`src/rtl/duc_src_arb_pkg.sv`:
```
// -----------------------------------------------------------------------------
// duc_src_arb_pkg
// Shared definitions for the DUC source arbiter: FSM state encoding, the
// bit-field layout of the cfg0 control word, and a grant decode helper.
// -----------------------------------------------------------------------------
package duc_src_arb_pkg;

   typedef enum logic [1:0] {
      IDLE   = 2'd0,
      GRANT0 = 2'd1,
      GRANT1 = 2'd2,
      GAP    = 2'd3
   } state_e;

   // cfg0 layout: [0] enable, [1] fixed priority, [15:8] inter-packet gap
   localparam int CFG_W         = 32;
   localparam int CFG_EN_BIT    = 0;
   localparam int CFG_FIXED_BIT = 1;
   localparam int CFG_GAP_LSB   = 8;
   localparam int CFG_GAP_W     = 8;

   // One-hot grant for a given state; 2'b00 outside the grant states.
   function automatic logic [1:0] grant_of(input state_e s);
      case (s)
         GRANT0:  return 2'b01;
         GRANT1:  return 2'b10;
         default: return 2'b00;
      endcase
   endfunction

endpackage

```
`src/rtl/duc_src_arb_if.sv`:
```
// -----------------------------------------------------------------------------
// duc_src_arb_if
// Streaming handshake bundle used on both arbiter inputs and the output toward
// the DUC bank core.
//   tdata  : DATA_W packed I/Q sample (master -> slave)
//   tvalid : beat valid                (master -> slave)
//   tlast  : last beat of a packet     (master -> slave)
//   tready : slave accepts the beat    (slave  -> master)
// -----------------------------------------------------------------------------
interface duc_src_arb_if #(
   parameter int DATA_W = 32
) ();
   import duc_src_arb_pkg::*;

   logic [DATA_W-1:0] tdata;
   logic              tvalid;
   logic              tlast;
   logic              tready;

   modport master (output tdata, output tvalid, output tlast, input tready);
   modport slave  (input tdata, input tvalid, input tlast, output tready);

endinterface

```
`src/rtl/duc_src_arb.sv`:
```
// -----------------------------------------------------------------------------
// duc_src_arb
// Two-source packet arbiter in front of the DUC bank core. Source 0 carries
// baseband TX, source 1 a calibration/test tone. A granted source is passed
// straight through (zero-cycle) until its last beat; packets are never cut.
// An optional idle gap separates consecutive packets.
//
// Ports
//   clk        : sole clock, rising edge
//   rst        : asynchronous, active-high reset
//   cfg0       : [0] enable, [1] fixed priority (1) / round robin (0),
//                [15:8] inter-packet gap in cycles
//   s0, s1     : source streams (slave side)
//   bw20_data  : stream into the DUC bank core (master side)
//   grant      : one-hot active grant, 2'b00 when none
//   pkt_cnt0/1 : completed packets per source, wrapping
// -----------------------------------------------------------------------------
module duc_src_arb
   import duc_src_arb_pkg::*;
#(
   parameter int DATA_W = 32,
   parameter int CNT_W  = 16
) (
   input  logic              clk,
   input  logic              rst,
   input  logic [CFG_W-1:0]  cfg0,
   duc_src_arb_if.slave      s0,
   duc_src_arb_if.slave      s1,
   duc_src_arb_if.master     bw20_data,
   output logic [1:0]        grant,
   output logic [CNT_W-1:0]  pkt_cnt0,
   output logic [CNT_W-1:0]  pkt_cnt1
);

   state_e               state_q, state_d;
   logic [1:0]           grant_q, grant_d;
   logic [CFG_GAP_W-1:0] gap_q, gap_d;
   logic                 last_s1_q, last_s1_d;
   logic [CNT_W-1:0]     cnt0_q, cnt0_d;
   logic [CNT_W-1:0]     cnt1_q, cnt1_d;

   logic                 cfg_en;
   logic                 cfg_fixed;
   logic [CFG_GAP_W-1:0] cfg_gap;
   logic                 unused_cfg;
   logic                 pick1;
   logic                 last_beat0;
   logic                 last_beat1;
   logic [DATA_W-1:0]    mux_data;

   assign cfg_en     = cfg0[CFG_EN_BIT];
   assign cfg_fixed  = cfg0[CFG_FIXED_BIT];
   assign cfg_gap    = cfg0[CFG_GAP_LSB +: CFG_GAP_W];
   assign unused_cfg = ^{cfg0[CFG_W-1:CFG_GAP_LSB+CFG_GAP_W],
                         cfg0[CFG_GAP_LSB-1:CFG_FIXED_BIT+1]};

   // A beat completes a packet only when it is actually transferred;
   // tlast with tvalid low is ignored.
   assign last_beat0 = s0.tvalid & s0.tlast & bw20_data.tready;
   assign last_beat1 = s1.tvalid & s1.tlast & bw20_data.tready;

   // Contention: fixed mode always favours s0; round robin favours the
   // source that did not hold the last grant.
   always_comb begin
      pick1 = 1'b0;
      if (s0.tvalid && s1.tvalid) begin
         pick1 = !cfg_fixed && !last_s1_q;
      end else begin
         pick1 = s1.tvalid;
      end
   end

   always_comb begin
      state_d   = state_q;
      gap_d     = gap_q;
      last_s1_d = last_s1_q;
      cnt0_d    = cnt0_q;
      cnt1_d    = cnt1_q;
      case (state_q)
         IDLE: begin
            if (cfg_en && (s0.tvalid || s1.tvalid)) begin
               state_d   = pick1 ? GRANT1 : GRANT0;
               last_s1_d = pick1;
            end
         end
         GRANT0: begin
            if (last_beat0) begin
               cnt0_d = cnt0_q + CNT_W'(1);
               // Gap length is captured here so later cfg0 writes cannot
               // stretch or shorten a gap already in progress.
               if (cfg_gap != '0) begin
                  state_d = GAP;
                  gap_d   = cfg_gap;
               end else begin
                  state_d = IDLE;
               end
            end
         end
         GRANT1: begin
            if (last_beat1) begin
               cnt1_d = cnt1_q + CNT_W'(1);
               if (cfg_gap != '0) begin
                  state_d = GAP;
                  gap_d   = cfg_gap;
               end else begin
                  state_d = IDLE;
               end
            end
         end
         GAP: begin
            if (gap_q <= CFG_GAP_W'(1)) begin
               state_d = IDLE;
               gap_d   = '0;
            end else begin
               gap_d = gap_q - CFG_GAP_W'(1);
            end
         end
         default: begin
            state_d = IDLE;
         end
      endcase
      grant_d = grant_of(state_d);
   end

   always_ff @(posedge clk or posedge rst) begin
      if (rst) begin
         state_q   <= IDLE;
         grant_q   <= 2'b00;
         gap_q     <= '0;
         last_s1_q <= 1'b1;
         cnt0_q    <= '0;
         cnt1_q    <= '0;
      end else begin
         state_q   <= state_d;
         grant_q   <= grant_d;
         gap_q     <= gap_d;
         last_s1_q <= last_s1_d;
         cnt0_q    <= cnt0_d;
         cnt1_q    <= cnt1_d;
      end
   end

   // Output mux decodes the registered state only, so an asynchronous reset
   // silences every stream output immediately.
   always_comb begin
      mux_data         = '0;
      bw20_data.tvalid = 1'b0;
      bw20_data.tlast  = 1'b0;
      s0.tready        = 1'b0;
      s1.tready        = 1'b0;
      case (state_q)
         GRANT0: begin
            mux_data         = s0.tdata;
            bw20_data.tvalid = s0.tvalid;
            bw20_data.tlast  = s0.tlast;
            s0.tready        = bw20_data.tready;
         end
         GRANT1: begin
            mux_data         = s1.tdata;
            bw20_data.tvalid = s1.tvalid;
            bw20_data.tlast  = s1.tlast;
            s1.tready        = bw20_data.tready;
         end
         default: begin
         end
      endcase
      bw20_data.tdata = mux_data;
   end

   assign grant    = grant_q;
   assign pkt_cnt0 = cnt0_q;
   assign pkt_cnt1 = cnt1_q;

endmodule

```
`src/flat_wrapper.sv`:
```
// flat-port wrapper written by rule: the top's interface ports become plain ports
module duc_src_arb_flat import duc_src_arb_pkg::*;
#(
   parameter int DATA_W = 32,
   parameter int CNT_W  = 16
)
  (clk, rst, cfg0, grant, pkt_cnt0, pkt_cnt1, s0_tdata, s0_tvalid, s0_tlast, s0_tready, s1_tdata, s1_tvalid, s1_tlast, s1_tready, bw20_data_tdata, bw20_data_tvalid, bw20_data_tlast, bw20_data_tready);
  duc_src_arb_if #(.DATA_W(DATA_W)) s0_i ();
  duc_src_arb_if #(.DATA_W(DATA_W)) s1_i ();
  duc_src_arb_if #(.DATA_W(DATA_W)) bw20_data_i ();
  input  logic clk;
  input  logic rst;
  input  logic [CFG_W-1:0] cfg0;
  output logic [1:0] grant;
  output logic [CNT_W-1:0] pkt_cnt0;
  output logic [CNT_W-1:0] pkt_cnt1;
  input wire logic [$bits(s0_i.tdata)-1:0] s0_tdata;
  input wire logic [$bits(s0_i.tvalid)-1:0] s0_tvalid;
  input wire logic [$bits(s0_i.tlast)-1:0] s0_tlast;
  output wire logic [$bits(s0_i.tready)-1:0] s0_tready;
  input wire logic [$bits(s1_i.tdata)-1:0] s1_tdata;
  input wire logic [$bits(s1_i.tvalid)-1:0] s1_tvalid;
  input wire logic [$bits(s1_i.tlast)-1:0] s1_tlast;
  output wire logic [$bits(s1_i.tready)-1:0] s1_tready;
  output wire logic [$bits(bw20_data_i.tdata)-1:0] bw20_data_tdata;
  output wire logic [$bits(bw20_data_i.tvalid)-1:0] bw20_data_tvalid;
  output wire logic [$bits(bw20_data_i.tlast)-1:0] bw20_data_tlast;
  input wire logic [$bits(bw20_data_i.tready)-1:0] bw20_data_tready;
  assign s0_i.tdata = s0_tdata;
  assign s0_i.tvalid = s0_tvalid;
  assign s0_i.tlast = s0_tlast;
  assign s0_tready = s0_i.tready;
  assign s1_i.tdata = s1_tdata;
  assign s1_i.tvalid = s1_tvalid;
  assign s1_i.tlast = s1_tlast;
  assign s1_tready = s1_i.tready;
  assign bw20_data_tdata = bw20_data_i.tdata;
  assign bw20_data_tvalid = bw20_data_i.tvalid;
  assign bw20_data_tlast = bw20_data_i.tlast;
  assign bw20_data_i.tready = bw20_data_tready;
  duc_src_arb #(.DATA_W(DATA_W), .CNT_W(CNT_W)) u_core (.clk(clk), .rst(rst), .cfg0(cfg0), .s0(s0_i), .s1(s1_i), .bw20_data(bw20_data_i), .grant(grant), .pkt_cnt0(pkt_cnt0), .pkt_cnt1(pkt_cnt1));
endmodule
```
`config.mk`:
```
export PLATFORM = sky130hd
export DESIGN_NAME = duc_src_arb_flat
export DESIGN_NICKNAME = d
export VERILOG_FILES = /design/src/rtl/duc_src_arb_pkg.sv /design/src/rtl/duc_src_arb_if.sv /design/src/rtl/duc_src_arb.sv /design/src/flat_wrapper.sv
export SDC_FILE = /design/constraint.sdc
export NUM_CORES = 1
export LEC_CHECK = 0
export BUFFER_PORTS_ARGS = -buffer_cell sky130_fd_sc_hd__buf_2
export CAP_MARGIN = 10
export CORE_ASPECT_RATIO = 0.5
export CORE_MARGIN = 1.5
export CORE_UTILIZATION = 44
export DETAILED_ROUTE_END_ITERATION = 16
export GPL_TIMING_DRIVEN = 0
export PLACE_DENSITY = 0.84
export SETUP_SLACK_MARGIN = 0.1
export SLEW_MARGIN = 20
export SYNTH_ARGS = -nofsm -noshare
export SYNTH_HDL_FRONTEND = slang
export SYNTH_SLANG_ARGS = --single-unit
```
`constraint.sdc`:
```
create_clock -name clk -period 2.1 [get_ports clk]
set_input_delay 0.21 -clock clk [delete_from_list [all_inputs] [get_ports clk]]
set_output_delay 0.21 -clock clk [all_outputs]
set_load 0.01 [all_outputs]
```
=== Yosys cells after proc, flatten, opt, wreduce, memory -nomap -nowiden ===
Index checks and enable logic that the tools add are counted.

* Register bits after elaboration: 45
* Bits of input ports: 103
* Output and inout bits: 70

* Add/subtract/negate cells: 3
* Order comparisons: 1
* Eq/ne operators: 7
* Multiplexer cells: 19
* Bitwise operators: 4
* Reduce and logical (&&, ||, !) cells: 13

{| class="wikitable"
|+ Operators with widths
! kind !! count
|-
| 32-bit case mux with 2 select lines || 1
|-
| 16-bit by 1-bit adder with 16-bit output, second input constant || 2
|-
| 8-bit 2-to-1 mux || 4
|-
| 8-bit case mux with 3 select lines || 1
|-
| 2-bit 2-to-1 mux || 6
|-
| 8-bit by 1-bit <= comparator with 1-bit output, second input constant || 1
|-
| 2-bit case mux with 4 select lines || 1
|-
| 8-bit nonzero test || 1
|-
| 8-bit by 1-bit subtractor with 8-bit output, second input constant || 1
|-
| 2-bit == test, second input constant || 3
|-
| 2-bit AND reduction || 3
|-
| 1-bit bitwise AND || 4
|-
| 2-bit by 1-bit == test with 1-bit output, second input constant || 2
|-
| 2-bit by 1-bit != test with 1-bit output, second input constant || 2
|-
| 1-bit case mux with 2 select lines || 2
|-
| 2-bit case mux with 2 select lines || 1
|-
| 1-bit logical AND || 3
|-
| 1-bit 2-to-1 mux || 3
|-
| 3-bit AND reduction || 1
|-
| 3-bit nonzero test || 1
|-
| 1-bit zero test || 2
|-
| 2-bit zero test || 1
|-
| 1-bit logical OR || 1
|}

=== Longest topological paths before layout ===
* Depth after elaboration: 8
* Mapped depth: 8
* Gate-level depth less buffers: 7

=== Worst setup path before layout ===
No wires, ideal clock.

* Path kind: register to register
* From: register u_core.state_q[0]
* To: register u_core.grant_q[1], in the netlist u_core.grant[1]
* Setup time: 0.123 ns
* Arrival: 1.562 ns
* Slack: 0.415 ns
* Stages on the path, launching flop included: 9
* Period minus slack after synthesis: 1.685 ns
* Cells stage by stage: dfrtp_1 inv_1 ha_1 buf_2 nand4_1 nand3_1 a21o_1 o22a_1 nor2b_1

* Cells in the longest elaborated chain, start to end: 4

{| class="wikitable"
|+ Ends and longest elaborated chain
! what !! RTL line !! text
|-
| from (decl) || duc_src_arb.sv:35 || <nowiki>state_e state_q, state_d;</nowiki>
|-
| from (signal assigned) || duc_src_arb.sv:134 || <nowiki>state_q <= state_d;</nowiki>
|-
| 2-bit == test (tied with other cells) || duc_src_arb.sv:79 || <nowiki>case (state_q)</nowiki>
|-
| 2-bit case mux with 4 select lines * || duc_src_arb.sv:79 ||
|-
| via u_core.state_d[1] || duc_src_arb.sv:35 ||
|-
| 2-bit == test or 2-bit by 1-bit == test with 1-bit output (tied branches) || duc_src_arb_pkg.sv:24 || <nowiki>case (s)</nowiki>
|-
| 2-bit case mux with 2 select lines * || duc_src_arb_pkg.sv:24 ||
|-
| via u_core.grant_d[1] || duc_src_arb.sv:36 || <nowiki>logic [1:0] grant_q, grant_d;</nowiki>
|-
| to (signal assigned) || duc_src_arb.sv:135 || <nowiki>grant_q <= grant_d;</nowiki>
|-
| to (decl) || duc_src_arb.sv:36 ||
|}

Mark *: on every way through the listed nets, which the timed path passes. The rest lies on a longest branch.
A chain may end at the register's enable or synchronous reset.

=== Final worst setup path ===
* From: register u_core.state_q[0]
* To: output bw20_data_tdata[9]

* Cells in the longest elaborated chain, start to end: 2

{| class="wikitable"
|+ Ends and longest elaborated chain
! what !! RTL line !! text
|-
| 2-bit == test or 2-bit by 1-bit == test with 1-bit output (tied branches) || duc_src_arb.sv:151 || <nowiki>case (state_q)</nowiki>
|-
| 32-bit case mux with 2 select lines * || duc_src_arb.sv:151 ||
|-
| to (decl) || flat_wrapper.sv:25 || <nowiki>output wire logic [$bits(bw20_data_i.tdata)-1:0] bw20_data_tdata;</nowiki>
|}

Mark *: on every way between the ends. The rest lies on a longest branch, timed or not.

==> results.md <==
* Outcome: finished, final reports clean
* Die Wd at 117.6 um
* Post-synth EDFFs at 0
* Critical Path RT at 1.89 ns
* Worst vdd ir at 775.1 uV
* Mapped Area at 2892 um^2
* Clock power share at 17.5%
* Final Skew at 0.006356 ns
* CTS Sinks at 45
* Max Slew Vio Count at 0
* Drt first-iter violations at 263
* Area delta synth->final at 39.33%
* Asr flop ratio synth at 100.0%
* DR vias at 2,925
* P_sw at 1897 uW
* Worst Setup End Kind: output pin
* Initial Util at 46.59%
* Routed Antenna Nets at 0
* Crit share post-route at 93.42%
* Overall power at 4560 uW
* I/O pin count at 173
* Worst setup SP type: flop
* Power Density at 1132 nW/um^2
* Fillcell total at 547
* Setup violators final at 0
* Die Span Y at 60.32 um
* Worst-Margin Slew at 0.4948 ns
* Final #Nets at 585
* Crit-path max FO at 10
* Switching part of the total at 41.60%
* Internal Power at 2663 uW
* CTS tree: yes
* First-pass GRT wire length at 12,670 um
* TNS Setup at 0 ns
* Number of antenna violations at the first check in global routing at 0
* HP Class: primary input to flop
* RSZ-0062 raised after global routing: true
* Vias per cell at 5.205
* Sequential share of the synthesized area at 38.99%
* Reg area at 1129 um^2
* Worst Hold Launch: cfg0[0]
* Clock root buffer: clkbuf_16
* Multi-input logic area at 1689 um^2
* Ranking of synthesized cells by area: dfrtp_1 38%, a22oi_1 8.8%, nor2b_1 7.8%, xnor2_1 6.1%, ha_1 3.9%
* Yosys reg bits at 45
* Inst Count DP at 552
* Post-synthesis net count at 425
* Comb pwr share at 55.4%
* Post-route DRC at 0
* Crit Path Category: flop to output pin
* WL per Instance at 14.57 um
* R2R setup slack at 0.22 ns
* Number of global-route vias before repair at 2,593
* Max Root-Sink Buffers at 2
* Clock slew at reported path FFs at 0.06 ns
* Largest net degree at the start of global routing at 26
* Static leakage at 0.002072 uW
* Port Buffers at 150
* FP Rows at 20
* Cells after synthesis at 313
* Max-slew headroom at 66.97%
* Fmax at 0.5097 GHz
* Max Cap Violations at 0
* Flop pwr share at 27.0%
* Period minus WS final at 1.962 ns
* Post-DP HPWL at 6352 um
* Area leader, netlist: dfrtp_1
* Yosys top cell area share at 38.08%
* Synthesized area per cell at 9.238 um^2
* Post-synth top flop: dfrtp_1
* Yosys warning total at 0
* Total grt overflow at 0
* Worst R2R End: u_core.gap_q[1]
* Worst Hold Endpoint: u_core.last_s1_q
* Ratio of cells with drive above 1 in the final layout at 42.19%
* Num CTS Buffers at 5
* Crit path DAT at 1.75 ns
* Hold Path Cell Cnt at 2
* Reg2reg path depth at 7
* Final hold viol count at 0
* Skew-Pair Late Insertion Delay at 0.29 ns
* RD Place Congestion at 0.8831
* Synth cell types at 46
* Worst R2R Start: u_core.state_q[0]
* Core area at 6206 um^2
* Layout Cells excl Fill at 562
* Tot GR Track Use at 22.42%
* Count leader, synth: dfrtp_1
* Commonest cells in the netlist: 44 x dfrtp_1, 36 x nor2b_1, 34 x a22oi_1
* Drt total wl at 8187 um
* N_diodes at 0
* Pre-antenna DRT Iters at 5
* CTS H-tree depth at 2
* Die footprint at 7096 um^2
==> cells by family after synthesis <==
logic type	Yosys count	synth area share, %
XOR/XNOR	30	9.087
flip-flops	45	38.99
AO/OA/AOI/OAI	77	18.17
buffers and inverters	25	3.505
AND/OR/NAND/NOR	127	26.35
adder cells (fa/ha/maj)	9	3.894
==> power groups by stage <==
stage	clock [uW]	sequential, uW	combinational (uW)
after floorplan	0	1220	1580
after global placement	0	1220	2280
after detailed placement	0	1230	2330
after CTS	805	1220	2410
after global routing	847	1250	2770
final	798	1230	2530
==> how the worst max path moves through the flow <==
stage | endpoint | start | slack (ns) | cells past startpoint
2_1_floorplan | u_core.grant[1] | u_core.state_q[0] | 0.42 | 8
3_3_place_gp | u_core.gap_q[0] | u_core.state_q[0] | 0.06 | 7
3_5_place_dp | u_core.gap_q[1] | u_core.state_q[0] | 0.04 | 7
4_1_cts | bw20_data_tdata[23] | u_core.state_q[0] | 0.08 | 7
5_1_grt | bw20_data_tdata[8] | u_core.state_q[0] | 0.08 | 7
6_report | bw20_data_tdata[9] | u_core.state_q[0] | 0.14 | 7
==> final cells by class <==
class                      count  area share (%)
multi-input combinational    243           41.93
buffer                        13           2.702
sequential                    45           28.01
timing repair buffer         153           19.75
tap                           88           2.733
inverter                      12           1.149
clock buffer                   5           3.106
clock inverter                 3          0.6211
==> metrics by stage <==
| step | utilization (%) | hold slack [ns] | cell area [um^2] | setup WS [ns] |
|---|---|---|---|---|
| 5_1_grt | 64.92 | 0.1211 | 4029 | 0.08457 |
| 4_1_cts | 63.95 | 0.1058 | 3969 | 0.08462 |
| 2_1_floorplan | - | 0.2732 | 2892 | 0.4150 |
| 3_5_place_dp | 60.91 | 0.2690 | 3780 | 0.03645 |
| 3_3_place_gp | 60.46 | 0.4021 | 3752 | 0.05619 |
| 6_report | 64.92 | 0.1057 | 4029 | 0.1381 |
==> cells in the final DEF (no fill, tap or decap), types with 2 or more instances in the layout <==
cell type	netlist	routed
ha_2	0	2
a31oi_1	3	3
a21oi_1	14	14
and2_1	4	4
ha_1	9	7
clkbuf_16	0	5
buf_4	1	5
and3_1	5	5
o21ai_0	15	15
nand4_4	2	2
nand3_1	9	9
inv_1	11	8
nor2b_1	36	36
nand4_1	8	8
a22oi_2	0	3
a22oi_1	34	31
and4_1	3	3
dfrtp_1	44	43
nor4_2	2	2
nor2_1	19	19
nand2_1	23	23
o22a_1	2	2
inv_2	0	3
buf_2	3	152
or3_4	2	2
xor2_1	10	10
xnor2_1	20	20
o21a_1	2	2
nor3_1	4	4
buf_6	0	5
==> timing repair <==
item | 4_1_cts | 5_1_grt
setup endpoints to repair | 40 | 38
pin swaps | 0 | 0
gates resized for setup | 18 | 19
buffers inserted | 0 | 1
gates cloned | 0 | 0
hold buffers | 1 | 0
endpoints found under the hold margin | 20 | 0
==> flip-flops by register name, summed over array words and instances, names as in the netlist <==
register,count
u_core.last_s1_q,1
u_core.pkt_cnt1,16
u_core.gap_q,8
u_core.pkt_cnt0,16
u_core.grant,2
u_core.state_q,2
==> critical path, stage by stage, from the launching register on <==
cell     delay (ns)
dfrtp_2        0.44
inv_2          0.07
ha_1           0.22
buf_6          0.15
buf_4          0.17
a22oi_1        0.20
nor2b_1        0.07
buf_2          0.14
==> routing by layer <==
layer / vias to the layer above / routed length [um] / global-route usage [%] / part of all wire [%]
met5: - / 0 / 0 / 0
met4: 0 / 101 / 6.969 / 1.2
met3: 9 / 438 / 4.485 / 5.3
met2: 92 / 4002 / 37.26 / 49
met1: 1382 / 3645 / 30.41 / 45
li1: 1442 / - / - / -
Power figures use the tool's default switching activity.
